### src/rtl/mul32_seq.sv
// Sequential unsigned 32x32->64 shift-add multiplier that borrows a shared
// external 32-bit adder each iteration and accumulates into a 64-bit register.
module mul32_seq #(
   parameter bit EARLY_EXIT = 1'b1
) (
   input  logic        CLK,
   input  logic        RSTN,
   input  logic        START,
   input  logic [31:0] MCAND,
   input  logic [31:0] MPLIER,
   output logic        READY,
   output logic        BUSY,
   output logic        DONE,
   output logic [63:0] PROD,
   output logic [31:0] ADD_A,
   output logic [31:0] ADD_B,
   output logic        ADD_CIN,
   input  logic [31:0] ADD_SUM,
   input  logic        ADD_COUT
);

   typedef enum logic [1:0] {S_IDLE, S_RUN, S_DONE} state_t;

   state_t      state_q, state_d;
   logic [31:0] m_q, q_q, acc_hi_q, acc_lo_q;
   logic [5:0]  cnt_q;
   logic [63:0] prod_q;

   logic        exit_now, last_iter;
   logic [31:0] hi_nx, lo_nx;
   logic [6:0]  exit_sh;
   logic [63:0] exit_prod;

   assign exit_now  = EARLY_EXIT && (q_q == '0);
   assign last_iter = (cnt_q == 6'd31);

   // Carry-out becomes the new top bit so the 33-bit sum is never truncated.
   assign hi_nx = {ADD_COUT, ADD_SUM[31:1]};
   assign lo_nx = {ADD_SUM[0], acc_lo_q[31:1]};

   // After CNT iterations the partial product sits 32-CNT bits too high.
   assign exit_sh   = 7'd32 - {1'b0, cnt_q};
   assign exit_prod = {acc_hi_q, acc_lo_q} >> exit_sh;

   assign PROD = prod_q;

   always_comb begin
      state_d = state_q;
      READY   = 1'b0;
      BUSY    = 1'b0;
      DONE    = 1'b0;
      ADD_A   = '0;
      ADD_B   = '0;
      ADD_CIN = 1'b0;
      case (state_q)
         S_IDLE: begin
            READY = 1'b1;
            if (START) state_d = S_RUN;
         end
         S_RUN: begin
            BUSY  = 1'b1;
            ADD_A = acc_hi_q;
            ADD_B = q_q[0] ? m_q : '0;
            if (exit_now || last_iter) state_d = S_DONE;
         end
         S_DONE: begin
            BUSY    = 1'b1;
            DONE    = 1'b1;
            state_d = S_IDLE;
         end
         default: state_d = S_IDLE;
      endcase
   end

   always_ff @(posedge CLK) begin
      if (!RSTN) begin
         state_q  <= S_IDLE;
         m_q      <= '0;
         q_q      <= '0;
         acc_hi_q <= '0;
         acc_lo_q <= '0;
         cnt_q    <= '0;
         prod_q   <= '0;
      end else begin
         state_q <= state_d;
         case (state_q)
            S_IDLE: begin
               if (START) begin
                  m_q      <= MCAND;
                  q_q      <= MPLIER;
                  acc_hi_q <= '0;
                  acc_lo_q <= '0;
                  cnt_q    <= '0;
               end
            end
            S_RUN: begin
               if (exit_now) begin
                  prod_q <= exit_prod;
               end else begin
                  acc_hi_q <= hi_nx;
                  acc_lo_q <= lo_nx;
                  q_q      <= q_q >> 1;
                  cnt_q    <= cnt_q + 6'd1;
                  if (last_iter) prod_q <= {hi_nx, lo_nx};
               end
            end
            default: ;
         endcase
      end
   end

endmodule

### config.mk
export PLATFORM = sky130hd
export DESIGN_NAME = mul32_seq
export DESIGN_NICKNAME = d
export VERILOG_FILES = /design/src/rtl/mul32_seq.sv
export SDC_FILE = /design/constraint.sdc
export NUM_CORES = 1
export LEC_CHECK = 0
export CORE_UTILIZATION = 45
export CTS_CLUSTER_SIZE = 24
export DETAILED_ROUTE_END_ITERATION = 6
export DONT_BUFFER_PORTS = 1
export GPL_ROUTABILITY_DRIVEN = 0
export PLACE_DENSITY = 0.68
export SETUP_SLACK_MARGIN = 0.2
export SKIP_LAST_GASP = 1
export SLEW_MARGIN = 15
export SYNTH_ARGS = -nofsm -noshare
export SYNTH_HDL_FRONTEND = slang
export SYNTH_SLANG_ARGS = --single-unit
### constraint.sdc
create_clock -name CLK -period 5.21 [get_ports CLK]
set_input_delay 1.042 -clock CLK [delete_from_list [all_inputs] [get_ports CLK]]
set_output_delay 1.042 -clock CLK [all_outputs]
set_load 0.02 [all_outputs]
; Word level (Yosys, flattened, before mapping)
; Index checks and enable logic that the tools add are counted.
[classes]
reduce_logical = 10
shifts = 1
n_eq_ne = 6
n_mux = 22
n_addsub = 2
[op_table]
columns = operator, count
row1 = $mux W32, 8
row2 = $pmux W32 S2, 3
row3 = $mux W64, 2
row4 = $shr A64 B7 Y64, 1
row5 = $logic_not A32 Y1, 1
row6 = $mux W6, 2
row7 = $pmux W6 S2, 1
row8 = $sub A6 B6 Y7 const A, 1
row9 = $add A6 B1 Y6 const B, 1
row10 = $eq A6 B5 Y1 const B, 1
row11 = $ne A2 B2 Y1 const B, 3
row12 = $reduce_and A2 Y1, 3
row13 = $mux W2, 2
row14 = $pmux W2 S2, 1
row15 = $reduce_bool A2 Y1, 2
row16 = $mux W1, 3
row17 = $reduce_and A3 Y1, 1
row18 = $eq A2 B1 Y1 const B, 1
row19 = $eq A2 B2 Y1 const B, 1
row20 = $logic_not A2 Y1, 1
row21 = $reduce_or A2 Y1, 1
row22 = $logic_or A1 B1 Y1, 1
[totals]
ff_bits = 200
output_inout_bits = 132

; Depth between registers and ports, before layout
[depth]
word_depth = 4
mapped_depth = 17

; Least setup slack after synthesis
; No wires, ideal clock.
[synth_path]
path_kind = reg2reg
from = register cnt_q[0]
to = register prod_q[26] (netlist: PROD[26])
t_required_ns = 5.140
setup_ns = 0.070
setup_slack_ns = 1.474
path_buffers = 8
arrival_time_ns = 3.666
stages_incl_launch_ff = 16
path_cell_list = dfxtp_1 > buf_2 > inv_2 > buf_2 > buf_2 > buf_4 > buf_2 > ha_1 > buf_4 > or3b_2 > xor2_1 > buf_2 > clkbuf_1 > a2bb2oi_1 > o211ai_1 > a21oi_1
[synth_between]
elab_chain_len = 3
[synth_rtl]
columns = item, line_no
row1 = "start, declared", 26  ; logic [5:0] cnt_q;
row2 = "start signal, assigned", 103  ; cnt_q <= cnt_q + 6'd1;
row3 = $sub A6 B6 Y7 or $eq A6 B5 Y1 (tied branches), "42, 35"
row4 = $shr A64 B7 Y64 or $reduce_bool A2 Y1 (tied branches), n/a
row5 = $mux W64 or $reduce_and A2 Y1 (tied branches), n/a
row6 = "end signal, assigned", 98  ; prod_q <= exit_prod;
row7 = "end signal, assigned", 104  ; if (last_iter) prod_q <= {hi_nx, lo_nx};
row8 = "end, declared", 27  ; logic [63:0] prod_q;
; Several ways; a longest one is shown, not always the timed one.
; A chain may end at the register's enable or synchronous reset.

; Final worst setup path
[layout_path]
from = register cnt_q[0]
to = register prod_q[48] (netlist: PROD[48])
; The elaborated chain is that of the path after synthesis.

==> flow_summary.json <==
{
  "power_density_nw_per_um2": 272,
  "outcome": "finished with violations",
  "htree_levels": 4,
  "cts_resized": 0,
  "cts_made_buffers": 17,
  "hold_viol": 0,
  "hpwl_um": 32200,
  "synth_edf_count": 0,
  "top_usage_layer": "met2",
  "rsz0062_at_grt": "no",
  "setup_viol": 0,
  "grt_pass1_wl_um": 68600,
  "areaGrowthSynthToFinish_pct": 5.92,
  "path_max_fanout": 43,
  "drtIter0Drc": 2019,
  "viasPerCell": 7.05,
  "yosys_warnings": 0,
  "worstPathRequired_ns": 5.57,
  "synthCells": 1448,
  "slew_headroom_pct": 15.3,
  "cts_sinks": 200,
  "die_x_um": 172,
  "clock_skew_ns": 0.0176,
  "ant_nets": 0,
  "r2r_setup_slack_ns": 1.31,
  "fin_tns_setup_ns": 0,
  "rr_worst_depth": 7,
  "die_h_um": 172,
  "drt_first_pass_iters": 7,
  "routed_wl_um": 46200,
  "wl_per_cell_um": 26.5,
  "drive_gt1_share_pct": 13.7,
  "met2_usage_pct": 45.7,
  "cts_setup_buffers": 0,
  "yosysSeqAreaShare_pct": 30.8,
  "cts_tree": "done",
  "hold_class": "reg -> reg",
  "synth_area_per_cell_um2": 8.99,
  "arrival_ns": 4.26,
  "path_clk_slew_ns": 0.09,
  "syn-cell-area_um2": 13000,
  "cts_hold_buf": 0,
  "layout_common_cells": "dfxtp_1 (199), nand2_1 (183), o21ai_0 (92)",
  "grt_max_degree": 198,
  "fin_crit_ns": 3.90,
  "nets": 1452,
  "grt_usage_pct": 30.6,
  "via_count": 12295,
  "maxCapViolCount": 0,
  "crit_path_end_kind": "register",
  "clockBufferDepth": 2,
  "worstSkewPairLatency_ns": 0.46,
  "ir_drop_uv": 211,
  "power_uw": 3750,
  "mostFrequentLayoutCell": "dfxtp_1",
  "worst_slew_pin_slew_ns": 1.27,
  "dieArea_um2": 29600,
  "p_leak_uw": 0.00549,
  "cts-root-buf": "clkbuf_16",
  "synth_cell_type_count": 71,
  "async_flop_share_pct": 0,
  "crit_type": "reg -> reg",
  "drv_slew": 0,
  "drc": 1,
  "post-route-period-util_pct": 74.8,
  "antenna_found_initial": 3,
  "grtUsageMet3_pct": 10.9,
  "core_area_um2": 28100,
  "grt_overflow": 0,
  "io_buffers": 0,
  "rows": 61,
  "synth_flop_cell": "dfxtp_1",
  "initial_core_util_pct": 46.3,
  "worstSetupStartpointType": "register",
  "io-pin-count": 232,
  "hold_depth": 2,
  "grt_pass1_vias": 11116,
  "use_met1_pct": 38.4,
  "syn_nets": 1553,
  "violations": "design-rule violations",
  "fmax_mhz": 257,
  "ys_ff_latch": 200
}
[power breakdown]
group          total, uW  internal [uW]  switching [uW]
sequential          1650           1590            58.4
combinational        658            237             421
clock               1440            674             764
total               3750           2500            1240
[layout make-up]
class | count | area, um2
Antenna cell | 5 | 12.5
Clock buffer | 17 | 425
Clock inverter | 15 | 206
Fill cell | 2659 | 14300
Inverter | 7 | 26.3
Multi-Input combinational cell | 1090 | 8410
Sequential cell | 200 | 4010
Tap cell | 378 | 473
Timing Repair Buffer | 31 | 233
[cell usage after synthesis, types with 16 or more instances]
cell type | instances | area share [%]
dfxtp_1 | 200 | 31
mux4_2 | 75 | 13
a22oi_1 | 77 | 4.4
a31oi_1 | 18 | 0.87
and3_1 | 36 | 1.7
nor2_1 | 69 | 2.0
mux2i_1 | 91 | 7.0
a21boi_0 | 36 | 2.1
nand3_1 | 22 | 0.85
o211a_1 | 55 | 4.2
a221oi_1 | 16 | 1.1
a21oi_1 | 57 | 2.2
o21ai_0 | 92 | 3.5
buf_2 | 33 | 1.3
nor2b_1 | 68 | 3.3
clkbuf_1 | 98 | 2.8
nand2_1 | 183 | 5.3
and2_1 | 35 | 1.7
[sequential cells by signal, indices dropped and copies added, names as in the netlist]
register,flops
PROD,64
acc_hi_q,32
acc_lo_q,32
m_q,32
q_q,32
cnt_q,6
state_q,2
[routing by layer]
metal | routed length [um] | share of wire [%]
met3 | 6400 | 14
met2 | 20100 | 43
met4 | 2730 | 5.9
met5 | 0 | 0
met1 | 17000 | 37
[cells by family (layout without fill, tap and decap cells)]
group	Yosys count	in the layout	synth area share [%]
xor+xnor	8	8	0.711
simple gates	460	460	17.1
compound gates	439	439	24.7
mux	177	177	20.9
flops	200	200	30.8
fa+ha+maj	5	5	0.481
buf+inv	158	70	5.31
other cells	1	6	0.0288
[final timing paths]
check,from,endpoint
max,cnt_q[0],PROD[48]
min,m_q[9],m_q[9]
max reg2reg,cnt_q[0],PROD[48]
min reg2reg,m_q[9],m_q[9]
[worst max-delay path, stage by stage (launching register included)]
cell and delay [ns]:
dfxtp_2 0.35, buf_4 0.33, o31ai_1 0.75, nand2_2 0.71
buf_4 0.42, o21ai_0 0.80, o221ai_1 0.25, o211a_1 0.18
[metrics by stage]
stage | hold WS, ns | cells | util, % | instance area (um2) | setup slack (ns)
CTS | 0.467 | 1738 | 49.0 | 13800 | 1.39
floorplan | 0.439 | 1448 | - | 13000 | 1.47
detailed placement | 0.455 | 1706 | 46.8 | 13100 | 1.40
global route | 0.483 | 1743 | 49.1 | 13800 | 1.12
finish | 0.461 | 1743 | 49.1 | 13800 | 1.31
global placement | 0.446 | 1706 | 46.8 | 13100 | 1.49
No activity file was read; power rests on OpenSTA's default activity.
